**config.mk**
```make
export PLATFORM = sky130hd
export DESIGN_NAME = opb_status_bank_simulink2ppc
export DESIGN_NICKNAME = d
export VERILOG_FILES = /design/src/rtl/opb_status_bank_simulink2ppc.sv
export SDC_FILE = /design/constraint.sdc
export NUM_CORES = 1
export LEC_CHECK = 0
export ABC_CLOCK_PERIOD_IN_PS = 2410
export BUFFER_PORTS_ARGS = -buffer_cell sky130_fd_sc_hd__buf_2
export CORE_MARGIN = 5
export CORE_UTILIZATION = 53
export CTS_CLUSTER_SIZE = 14
export DETAILED_ROUTE_END_ITERATION = 12
export GPL_ROUTABILITY_DRIVEN = 0
export GPL_TIMING_DRIVEN = 0
export PLACE_DENSITY = 0.82
export SETUP_SLACK_MARGIN = 0.5
export SLEW_MARGIN = 5
export SYNTH_ARGS = -nofsm -noshare
export SYNTH_HDL_FRONTEND = slang
export SYNTH_SLANG_ARGS = --single-unit
```
**constraint.sdc**
```tcl
create_clock -name OPB_Clk -period 2.41 [get_ports OPB_Clk]
set_input_delay 0.1205 -clock OPB_Clk [delete_from_list [all_inputs] [get_ports OPB_Clk]]
set_output_delay 0.1205 -clock OPB_Clk [all_outputs]
set_load 0.02 [all_outputs]
```
**src/rtl/opb_status_bank_simulink2ppc.sv**
```systemverilog
// OPB slave exposing a bank of status channels (transparent or sticky) to the PPC,
// plus a freeze control word and a read-only geometry word.
module opb_status_bank_simulink2ppc #(
  parameter logic [31:0]           C_BASEADDR    = 32'h01080C00,
  parameter logic [31:0]           C_HIGHADDR    = 32'h01080CFF,
  parameter int                    C_NUM_REGS    = 4,
  parameter int                    C_DATA_WIDTH  = 32,
  parameter logic [C_NUM_REGS-1:0] C_STICKY_MASK = '0
) (
  input  logic                               OPB_Clk,
  input  logic                               OPB_Rst,
  input  logic [0:31]                        OPB_ABus,
  input  logic [0:3]                         OPB_BE,
  input  logic [0:31]                        OPB_DBus,
  input  logic                               OPB_RNW,
  input  logic                               OPB_select,
  input  logic                               OPB_seqAddr,
  output logic [0:31]                        Sl_DBus,
  output logic                               Sl_errAck,
  output logic                               Sl_retry,
  output logic                               Sl_toutSup,
  output logic                               Sl_xferAck,
  input  logic [C_NUM_REGS*C_DATA_WIDTH-1:0] user_data_in
);

  localparam logic [1:0] IDLE = 2'd0;
  localparam logic [1:0] ACK  = 2'd1;
  localparam logic [1:0] WAIT = 2'd2;

  localparam logic [29:0] CTRL_OFF  = 30'(C_NUM_REGS);
  localparam logic [29:0] INFO_OFF  = 30'(C_NUM_REGS + 1);
  localparam logic [31:0] INFO_WORD = {8'h0, 8'(C_DATA_WIDTH), 8'h0, 8'(C_NUM_REGS)};

  logic [1:0]  state_reg, state_next;
  logic        freeze_reg;
  logic [31:0] dbus_reg;
  logic [31:0] rdata;

  // Re-view the big-endian OPB buses as ordinary numeric vectors.
  logic [31:0] abus, wdata, addr_diff;
  logic [29:0] offset;
  logic        hit, start, wr_en;
  logic [C_NUM_REGS*C_DATA_WIDTH-1:0] chan_flat;

  assign abus      = OPB_ABus;
  assign wdata     = OPB_DBus;
  assign addr_diff = abus - C_BASEADDR;
  assign offset    = addr_diff[31:2];
  assign hit       = OPB_select && (abus >= C_BASEADDR) && (abus <= C_HIGHADDR);
  assign start     = (state_reg == IDLE) && hit;
  assign wr_en     = start && !OPB_RNW;

  logic unused_ok;
  assign unused_ok = ^{OPB_BE, OPB_seqAddr, addr_diff[1:0], wdata};

  always_comb begin
    state_next = state_reg;
    case (state_reg)
      IDLE:    if (hit) state_next = ACK;
      ACK:     state_next = WAIT;
      WAIT:    if (!OPB_select) state_next = IDLE;
      default: state_next = IDLE;
    endcase
  end

  always_ff @(posedge OPB_Clk) begin
    if (OPB_Rst) begin
      state_reg  <= IDLE;
      freeze_reg <= 1'b0;
      dbus_reg   <= '0;
    end else begin
      state_reg <= state_next;
      dbus_reg  <= start ? rdata : 32'h0;
      if (wr_en && offset == CTRL_OFF)
        freeze_reg <= wdata[0];
    end
  end

  generate
    for (genvar gi = 0; gi < C_NUM_REGS; gi++) begin : g_chan
      logic [C_DATA_WIDTH-1:0] chan_reg;
      logic [C_DATA_WIDTH-1:0] in_k;
      assign in_k = user_data_in[gi*C_DATA_WIDTH +: C_DATA_WIDTH];
      assign chan_flat[gi*C_DATA_WIDTH +: C_DATA_WIDTH] = chan_reg;

      if (C_STICKY_MASK[gi]) begin : g_sticky
        // Write-1-to-clear; a bit set by the input in the same cycle survives the clear.
        logic                    wr_k;
        logic [C_DATA_WIDTH-1:0] keep_k, set_k;
        assign wr_k   = wr_en && (offset == 30'(gi));
        assign keep_k = wr_k ? (chan_reg & ~wdata[C_DATA_WIDTH-1:0]) : chan_reg;
        assign set_k  = freeze_reg ? '0 : in_k;
        always_ff @(posedge OPB_Clk) begin
          if (OPB_Rst) chan_reg <= '0;
          else         chan_reg <= keep_k | set_k;
        end
      end else begin : g_transparent
        always_ff @(posedge OPB_Clk) begin
          if (OPB_Rst)          chan_reg <= '0;
          else if (!freeze_reg) chan_reg <= in_k;
        end
      end
    end
  endgenerate

  // Read data comes from the registered values, i.e. before this cycle's update.
  always_comb begin
    rdata = '0;
    for (int k = 0; k < C_NUM_REGS; k++)
      if (offset == 30'(k)) rdata = 32'(chan_flat[k*C_DATA_WIDTH +: C_DATA_WIDTH]);
    if (offset == CTRL_OFF) rdata = {31'b0, freeze_reg};
    if (offset == INFO_OFF) rdata = INFO_WORD;
  end

  assign Sl_DBus    = dbus_reg;
  assign Sl_xferAck = (state_reg == ACK);
  assign Sl_errAck  = 1'b0;
  assign Sl_retry   = 1'b0;
  assign Sl_toutSup = 1'b0;

endmodule

```
# Word level (Yosys, flattened, before mapping)
# Index checks and enable logic that the tools add are counted.
totals:
  ff_bits: 163
  inputBits: 201
  elab_cells: 43
op_classes:
  addsub: 1
  magnitude_cmp: 2
  eq_ne: 9
  muxes: 9
  n_bitwise: 1
  reduce_logical: 12
op_table:
  columns: ["operator", "n"]
  rows:
  - ["32-bit 2-to-1 mux", 4]
  - ["30-bit by 2-bit equality test with 1-bit output, second input constant", 2]
  - ["30-bit by 3-bit equality test with 1-bit output, second input constant", 2]
  - ["22-bit 2-to-1 mux", 2]
  - ["32-bit by 25-bit >= comparator with 1-bit output, second input constant", 1]
  - ["32-bit by 25-bit <= comparator with 1-bit output, second input constant", 1]
  - ["32-bit by 25-bit subtractor with 32-bit output, second input constant", 1]
  - ["30-bit by 1-bit equality test with 1-bit output, second input constant", 1]
  - ["30-bit zero test", 1]
  - ["2-bit case mux with 3 select lines", 1]
  - ["1-bit logical AND", 5]
  - ["2-bit 2-to-1 mux", 2]
  - ["2-bit inequality test, second input constant", 2]
  - ["4-bit OR reduction", 1]
  - ["3-bit OR reduction", 1]
  - ["2-bit by 1-bit equality test with 1-bit output, second input constant", 1]
  - ["2-bit equality test, second input constant", 1]
  - ["2-bit zero test", 1]
  - ["2-bit AND reduction", 1]
  - ["2-bit OR reduction", 1]
  - ["1-bit zero test", 1]
  - ["1-bit inverter", 1]

# Logic depth before layout (Yosys ltp)
# Gate-level depths: netlist of run 1.
logic_depth:
  word_depth: 8
  depth_mapped: 7
  ltp_nobuf: 5

# Worst setup path before layout of run 1
# Ideal clock, no wire load.
synth_timing:
  path_type: "input to register"
  start: "input OPB_ABus[15] in the netlist's numbering"
  end: "register dbus_reg[20] (netlist: Sl_DBus[11])"
  setup_ns: 0.066
  arrival_time_ns: 1.552
  t_required_ns: 2.344
  slack_ns: 0.792
  path_stages: 7
  cell_sequence: "nor4_4 nand4_1 a2111oi_4 nand3b_1 buf_4 buf_6 a21oi_2"
synth_via:
  elab_chain_cells: 6
synth_rtl:
  columns: ["item", "line_no", "rtl"]
  rows:
  - ["start: declaration", "12", "input logic [0:31] OPB_ABus,"]
  - ["32-bit by 25-bit subtractor with 32-bit output / 32-bit by 25-bit >= comparator with 1-bit output (equally long branches)", "47, 49", null]
  - ["30-bit zero test / 1-bit logical AND (equally long branches)", "110, 49", null]
  - ["32-bit 2-to-1 mux / 1-bit logical AND (equally long branches)", "110, 49", null]
  - ["32-bit 2-to-1 mux / 1-bit logical AND (equally long branches)", "110, 50", null]
  - ["32-bit 2-to-1 mux / 1-bit inverter (equally long branches)", null, null]
  - ["32-bit 2-to-1 mux / 4-bit OR reduction (equally long branches)", null, null]
  - ["end signal: assignment", "73", "dbus_reg <= start ? rdata : 32'h0;"]
  - ["end: declaration", "36", "logic [31:0] dbus_reg;"]
# Several ways; a longest one is shown, not always the timed one.
# A chain may end at the register's enable or synchronous reset.

==> results of run 1 <==
-- stage by stage --
step / setup WS [ps] / cells
after global placement: 332 / 972
after detailed placement: 242 / 972
after floorplan: 792 / 632
final: 610 / 1140
after global routing: 490 / 1137
after CTS: 522 / 1133
-- per-layer routing --
metal  vias to the layer above  GRT usage [%]  wire (µm)
li1                       2886              -          -
met1                      2991           35.2       8800
met2                       358           57.2      12000
met3                        83           7.44       1580
met4                         0           15.4        871
met5                         -              0          0
-- layout make-up --
type,instances,area (µm²)
timing repair buffer,326,2280
clock inverter,10,154
antenna,3,7.51
fill,697,2370
buffer,50,233
tap,147,184
inverter,1,3.75
multi-input combinational,418,3040
clock buffer,22,474
sequential,163,3260
-- power breakdown --
| group | switching [µW] | internal, µW |
|---|---|---|
| Sequential | 67.0 | 2810 |
| Combinational | 299 | 376 |
| Clock | 1080 | 1810 |
-- worst min-delay path by stage --
stage / endpoint / slack (ps) / cells past startpoint
finish: freeze_reg / 40 / 4
global route: Sl_DBus[31] / 30 / 3
CTS: freeze_reg / 20 / 4
detailed placement: g_chan[0].chan_reg[13] / 360 / 3
global placement: g_chan[2].chan_reg[11] / 350 / 3
floorplan: g_chan[0].chan_reg[0] / 260 / 2
-- logic make-up (layout without fill, tap and decap cells) --
family / Yosys count / in the layout / synth area share (%)
AND/OR/NAND/NOR: 191 / 191 / 12.6
flip-flops: 163 / 163 / 50.3
multiplexers: 161 / 161 / 26.2
AO/OA/AOI/OAI: 62 / 62 / 7.39
buffers and inverters: 51 / 409 / 3.30
adder cells (fa/ha/maj): 1 / 1 / 0.154
other: 1 / 6 / 0.0578
-- critical path, cell delays in order (launching register included) --
cell                       delay, ps
sky130_fd_sc_hd__dfxtp_1         300
sky130_fd_sc_hd__clkbuf_1        180
sky130_fd_sc_hd__clkbuf_1        350
sky130_fd_sc_hd__buf_2           420
sky130_fd_sc_hd__mux2i_1         330
sky130_fd_sc_hd__nor2_1           70
-- synthesized netlist by cell type --
master,instances
sky130_fd_sc_hd__clkbuf_1,32
sky130_fd_sc_hd__nor3_1,2
sky130_fd_sc_hd__buf_4,4
sky130_fd_sc_hd__buf_6,1
sky130_fd_sc_hd__nand3_1,1
sky130_fd_sc_hd__conb_1,1
sky130_fd_sc_hd__nand2_1,31
sky130_fd_sc_hd__mux4_2,4
sky130_fd_sc_hd__dfxtp_1,163
sky130_fd_sc_hd__nand3b_1,2
sky130_fd_sc_hd__nor2b_1,4
sky130_fd_sc_hd__clkinv_1,1
sky130_fd_sc_hd__mux2_2,28
sky130_fd_sc_hd__nor4_1,2
sky130_fd_sc_hd__or4_1,1
sky130_fd_sc_hd__nand2b_1,6
sky130_fd_sc_hd__and2_1,1
sky130_fd_sc_hd__buf_1,13
sky130_fd_sc_hd__a2111oi_4,1
sky130_fd_sc_hd__a21oi_2,10
sky130_fd_sc_hd__nor4_2,1
sky130_fd_sc_hd__nor2_1,131
sky130_fd_sc_hd__a31o_2,1
sky130_fd_sc_hd__nand4_1,4
sky130_fd_sc_hd__a21oi_1,22
sky130_fd_sc_hd__nor4_4,1
sky130_fd_sc_hd__o221ai_1,28
sky130_fd_sc_hd__mux2i_1,129
sky130_fd_sc_hd__and3_1,1
sky130_fd_sc_hd__or3_1,1
sky130_fd_sc_hd__maj3_1,1
sky130_fd_sc_hd__nand4b_1,2
-- repair_timing --
| item | CTS | global route |
|---|---|---|
| hold buffers | 129 | 0 |
| setup buffers | 0 | 4 |
| gates resized for setup | 17 | 8 |
| pin swaps | 0 | 3 |
| hold endpoints to repair | 129 | 0 |
| endpoints found under the setup margin | 120 | 39 |
==> out/metrics.csv, run 1 <==
stage;metric;value;unit
outcome;result of the run;complete, no violations;
floorplanning;Die Width;121;µm
finish;share of the core filled with cells;80.3;%
finish;most common cell after layout, fill and taps aside;sky130_fd_sc_hd__buf_2;
cts;clock insertion delay at the later pin of the skew report;430;ps
pwr;Power per Cell Area;669;nW/µm²
route;iteration count of the initial detailed-routing pass;5;
finish;# nets final;1178;
timing;worst slew slack as a fraction of its limit;42.5;%
synth;cell accounting for the most synthesized area;sky130_fd_sc_hd__dfxtp_1;
setup_path;Worst Path Class, Setup;flop to flop;
synth;top cells by area in the synthesized netlist;sky130_fd_sc_hd__dfxtp_1 50%, sky130_fd_sc_hd__mux2i_1 20%, sky130_fd_sc_hd__nor2_1 7.6%, sky130_fd_sc_hd__mux2_2 4.9%, sky130_fd_sc_hd__o221ai_1 3.8%;
timing;worst slew pin tran;863;ps
timing;Min Hold Slack;37.7;ps
route;routed wire length;23.3;mm
route;routed length per placed instance;20.4;µm
timing;period utilisation layout;74.7;%
setup_path;source of the worst register-to-register timing path;freeze_reg;
setup_path;worst reg-to-reg path cell count;5;
synth;netlist area before placement;6480;µm²
floorplanning;core area;12000;µm²
synth;average cell area after synthesis;10.3;µm²
timing;endpoints failing setup;0;
cts;number of buffers created by CTS;17;
setup_path;Critical Path Start;freeze_reg;
timing;number of max-slew violations in the final report;0;
floorplanning;I/O Pins;237;
grt;antenna violations before repair;0;
setup_path;setup slack on the worst flop-to-flop path;610;ps
route;number of DRC violations after detailed-routing iteration 0;408;
route;number of vias in the routed layout;6318;
timing;Max Fclk;556;MHz
cts;depth of the CTS H-tree;4;
setup_path;required time worst endpoint;2700;ps
route;DRC errors left;0;
synth;flops & latches, synth;163;
synth;warnings from Yosys;0;
min_path;HP Class;input port to flop;
timing;post-route minimum period;1800;ps
cts;CTS tree;built;
timing;setup repair after global routing missed its margin;true;
floorplanning;die area;14500;µm²
grt;overall overflow remaining after global route;0;
grt;GR Util All Layers;31.8;%
setup_path;CP Capture Point;g_chan[0].chan_reg[20];
cts;clock-pin slew on the worst setup and hold paths;60;ps
finish;number of flip-flops in the largest register;128;
place;Post-Place Cell Area;7640;µm²
setup_path;Arrival @ worst endpoint;2090;ps
finish;area added between synthesis and finish;48.7;%
timing;setup TNS;0;ps
pwr;total chip power;6440;µW
finish;area of all placed cells without fillers;9640;µm²
synth;Post-Syn Instances;630;
floorplanning;height of the die;121;µm
floorplanning;effective utilization at floorplan;54.0;%
grt;wire length of the first global-routing pass;35.3;mm
cts;number of buffers between clock root and the deepest sink;2;
place;placed wire-length estimate after detailed placement;13.1;mm
grt;maximum number of pins on one net before global-route repair;17;
min_path;start point of the worst hold path;OPB_RNW;
synth;number of distinct standard cells referenced by the synthesized netlist;32;
pwr;Leakage Power;0.00397;µW
route;remaining number of nets flagged by the antenna check after routing;0;
route;post-detailed-route via-to-cell ratio;5.54;
setup_path;Critical Path Fanout Max;10;
cts;number of sinks on the clock net;163;
setup_path;endpoint of the worst-slack reg-to-reg timing path;g_chan[0].chan_reg[20];
synth;area share of the leading cell type in the synthesized netlist;50.3;%
timing;final-report hold violation count;0;
place;PortBufs;193;
job;count of maximum capacitance violations;0;
finish;proportion of layout cells with a drive suffix above 1;29.3;%
timing;largest clock skew in the final design;14.1;ps
synth;sequential fraction of the synthesis area;50.3;%
setup_path;endpoint class of the critical path;flop;
cts;clock tree root buffer cell;sky130_fd_sc_hd__clkbuf_16;
grt;via count of the first global-routing pass;6660;
floorplanning;number of core rows;40;
pwr;maximum VDD drop;584;µV
finish;commonest cells after routing, fill and taps aside;203 x sky130_fd_sc_hd__buf_2, 163 x sky130_fd_sc_hd__dfxtp_1, 131 x sky130_fd_sc_hd__nor2_1;
setup_path;crit path launch type;flop;
No activity file was read; power rests on OpenSTA's default activity.
==> run 2, diff against run 1 <==
--- a/config.mk
+++ b/config.mk
@@ -5,15 +5,16 @@
 export SDC_FILE = /design/constraint.sdc
 export NUM_CORES = 1
 export LEC_CHECK = 0
-export ABC_CLOCK_PERIOD_IN_PS = 2410
+export ABC_AREA = 1
+export ABC_CLOCK_PERIOD_IN_PS = 1800
 export BUFFER_PORTS_ARGS = -buffer_cell sky130_fd_sc_hd__buf_2
 export CORE_MARGIN = 5
-export CORE_UTILIZATION = 53
+export CORE_UTILIZATION = 52
 export CTS_CLUSTER_SIZE = 14
 export DETAILED_ROUTE_END_ITERATION = 12
 export GPL_ROUTABILITY_DRIVEN = 0
 export GPL_TIMING_DRIVEN = 0
-export PLACE_DENSITY = 0.82
+export PLACE_DENSITY = 0.78
 export SETUP_SLACK_MARGIN = 0.5
 export SLEW_MARGIN = 5
 export SYNTH_ARGS = -nofsm -noshare
==> constraint.sdc (replaced) <==
create_clock -name OPB_Clk -period 1.8 [get_ports OPB_Clk]
set_input_delay 0.09 -clock OPB_Clk [delete_from_list [all_inputs] [get_ports OPB_Clk]]
set_output_delay 0.09 -clock OPB_Clk [all_outputs]
set_load 0.02 [all_outputs]
==> out/metrics.csv, run 2 <==
stage;metric;value;unit
grt;via count of the first global-routing pass;9296;
grt;GR Util All Layers;32.0;%
setup_path;required time worst endpoint;2160;ps
floorplanning;height of the die;133;µm
cts;clock-pin slew on the worst setup and hold paths;70;ps
pwr;combinational group share of total power;11.1;%
finish;number of non-filler instances in the completed layout;1696;
synth;sequential fraction of the synthesis area;41.4;%
floorplanning;Die Width;133;µm
synth;netlist area before placement;7880;µm²
route;DRC errors left;0;
synth;average cell area after synthesis;7.06;µm²
pwr;Power per Cell Area;716;nW/µm²
timing;setup repair after global routing missed its margin;true;
route;remaining number of nets flagged by the antenna check after routing;0;
route;iteration count of the initial detailed-routing pass;8;
cts;number of buffers between clock root and the deepest sink;2;
floorplanning;number of core rows;45;
timing;minimum setup slack in the final design;-116;ps
setup_path;Worst Path Class, Setup;input port to flop;
place;number of placed instances, taps included;1500;
pwr;Internal Dissipation;6440;µW
setup_path;Buffers & Inverters on Critical Path;3;
grt;maximum number of pins on one net before global-route repair;17;
timing;largest clock skew in the final design;11.0;ps
cts;CTS tree;built;
setup_path;biggest cell delay along the critical path;250;ps
cts;clock tree root buffer cell;sky130_fd_sc_hd__clkbuf_16;
timing;final-report hold violation count;0;
min_path;HP Class;input port to flop;
setup_path;crit path launch type;input port;
timing;post-route minimum period;1920;ps
floorplanning;effective utilization at floorplan;52.4;%
synth;warnings from Yosys;0;
cts;depth of the CTS H-tree;4;
synth;Post-Syn Instances;1116;
outcome;violated checks;setup timing;
finish;area added between synthesis and finish;51.1;%
synth;async set-reset flop share out of synthesis;0;%
pwr;Leakage Power;0.00554;µW
place;placed wire-length estimate after detailed placement;18.7;mm
finish;most common cell after layout, fill and taps aside;sky130_fd_sc_hd__nand2_1;
route;number of DRC violations after detailed-routing iteration 0;1021;
cts;number of sinks on the clock net;163;
grt;wire length of the first global-routing pass;45.7;mm
timing;worst slew pin tran;553;ps
route;routed length per placed instance;17.9;µm
synth;top cells by area in the synthesized netlist;sky130_fd_sc_hd__dfxtp_1 41%, sky130_fd_sc_hd__nand2_1 16%, sky130_fd_sc_hd__a21oi_1 7.0%, sky130_fd_sc_hd__nand4_1 6.4%, sky130_fd_sc_hd__inv_1 4.2%;
floorplanning;core area;15000;µm²
timing;worst slew slack as a fraction of its limit;63.1;%
synth;flops & latches, synth;163;
pwr;Net Switching;2090;µW
cts;number of buffers created by CTS;17;
synth;ranking of synthesized cells by instance count;332 x sky130_fd_sc_hd__nand2_1, 163 x sky130_fd_sc_hd__dfxtp_1, 110 x sky130_fd_sc_hd__a21oi_1;
setup_path;chain of cells forming the critical path;buf_2 -> nor2_4 -> nand2_1 -> a211oi_2 -> nand2_2 -> nand2_2 -> nand2_1 -> nor2_2 -> nand2_2 -> nor2_4 -> nand4_1 -> buf_6 -> clkbuf_4 -> nand3_1 -> nand2_1 -> a21oi_2;
setup_path;Arrival @ worst endpoint;2270;ps
setup_path;setup slack on the worst flop-to-flop path;30;ps
setup_path;Critical Path Fanout Max;5;
synth;most used flip-flop cell after synthesis;sky130_fd_sc_hd__dfxtp_1;
timing;number of max-slew violations in the final report;0;
synth;area share of the leading cell type in the synthesized netlist;41.4;%
place;PortBufs;194;
floorplanning;die area;17700;µm²
setup_path;cell with the largest stage delay on the worst path;sky130_fd_sc_hd__a211oi_2;
synth;number of distinct standard cells referenced by the synthesized netlist;36;
pwr;part of the total power dissipated in sequential elements;45.1;%
route;routed wire length;30.3;mm
route;post-detailed-route via-to-cell ratio;5.72;
synth;most common cell in the netlist;sky130_fd_sc_hd__nand2_1;
timing;endpoints failing setup;20;
route;number of vias in the routed layout;9701;
outcome;result of the run;finished, violations left;
finish;number of flip-flops in the largest register;128;
pwr;clock network fraction of total power;43.7;%
grt;antenna violations before repair;1;
finish;# nets final;1695;
synth;cell accounting for the most synthesized area;sky130_fd_sc_hd__dfxtp_1;
floorplanning;I/O Pins;237;
finish;commonest cells after routing, fill and taps aside;315 x sky130_fd_sc_hd__nand2_1, 197 x sky130_fd_sc_hd__buf_2, 163 x sky130_fd_sc_hd__dfxtp_1;
timing;Max Fclk;522;MHz
setup_path;critical path's top delay family;simple AND/OR/NAND/NOR gates;
finish;proportion of layout cells with a drive suffix above 1;28.9;%
pwr;maximum VDD drop;697;µV
pwr;switching share of power;24.5;%
job;count of maximum capacitance violations;0;
setup_path;endpoint class of the critical path;flop;
grt;overall overflow remaining after global route;0;
synth;EDFF count, synth;0;
timing;setup TNS;-788;ps
cts;clock insertion delay at the later pin of the skew report;430;ps
timing;period utilisation layout;106;%
## run 2: cell count changes after synthesis, moves of 28 or more
cell and change:
sky130_fd_sc_hd__inv_1 +89, sky130_fd_sc_hd__mux2_2 -28, sky130_fd_sc_hd__nand3_1 +57, sky130_fd_sc_hd__nor2_1 -70, sky130_fd_sc_hd__nand4_1 +77, sky130_fd_sc_hd__nand2_1 +301
sky130_fd_sc_hd__mux2i_1 -129, sky130_fd_sc_hd__a211oi_1 +33, sky130_fd_sc_hd__o221ai_1 -28, sky130_fd_sc_hd__a21oi_1 +88
## run 2: per-layer routing
layer | track usage, % | up-vias | wire length, µm
met1 | 38.5 | 4441 | 11200
met3 | 6.91 | 148 | 2890
met4 | 13.1 | 0 | 1530
met2 | 55.7 | 625 | 14700
met5 | 0 | - | 0
li1 | - | 4487 | -
## run 2: path summary, 6_finish.rpt
path                              start                endpoint  depth (start not counted)
setup reg to reg           state_reg[1]             Sl_DBus[18]                          9
hold / removal         user_data_in[81]  g_chan[2].chan_reg[17]                          3
setup / recovery            OPB_ABus[3]             Sl_DBus[18]                         16
hold reg to reg   g_chan[2].chan_reg[3]   g_chan[2].chan_reg[3]                          2
## run 2: per-stage QoR
stage	area (µm²)	worst slack (ps)	util, %	hold WS (ps)	total power [µW]
floorplan	7930	-8.39	-	235	4230
finish	11900	-116	79.2	19.7	8530
CTS	11600	67.4	77.1	6.16	8440
global placement	9140	-733	60.8	341	4530
detailed placement	9140	-841	60.8	346	4540
global route	11900	-158	79.2	12.5	8780
## run 2: worst reg2reg max path, stage by stage (launching register included)
cell                      delay (ps)
sky130_fd_sc_hd__dfxtp_1         330
sky130_fd_sc_hd__nor2_1          180
sky130_fd_sc_hd__nand2_1          70
sky130_fd_sc_hd__nor2_1          120
sky130_fd_sc_hd__nand3_1         130
sky130_fd_sc_hd__nor2_4          230
sky130_fd_sc_hd__nand3_4         180
sky130_fd_sc_hd__buf_6           170
sky130_fd_sc_hd__buf_16          130
sky130_fd_sc_hd__a21oi_2         160
## run 2: cell families (layout without fill, tap and decap cells)
logic type,after synthesis,in the layout,synth area share [%]
compound gates,203,203,16.0
flops,163,163,41.4
buf+inv,181,570,10.0
simple gates,568,568,32.5
other cells,1,4,0.0476
## run 2: repair_timing
| action | 4_1_cts | 5_1_grt |
|---|---|---|
| endpoints found under the hold margin | 128 | 0 |
| setup buffers | 24 | 4 |
| gates resized for setup | 90 | 97 |
| hold buffers | 129 | 0 |
| pin swaps | 24 | 12 |
| cloned | 4 | 2 |
| endpoints found under the setup margin | 144 | 142 |
## run 2: cell type report
type	instances	area, µm²
clock inverter	12	141
fill	987	3120
tap	188	235
antenna	1	2.50
buffer	90	661
clock buffer	20	467
multi-input combinational	774	4150
sequential	163	3260
inverter	91	349
timing repair buffer	357	2640
## run 2: power by group through the flow
stage               clock, µW  combinational [µW]  sequential [µW]
finish                   3730                 951             3850
global placement            0                 614             3920
floorplan                   0                 340             3890
CTS                      3710                 883             3840
detailed placement          0                 625             3920
global route             3880                1030             3860
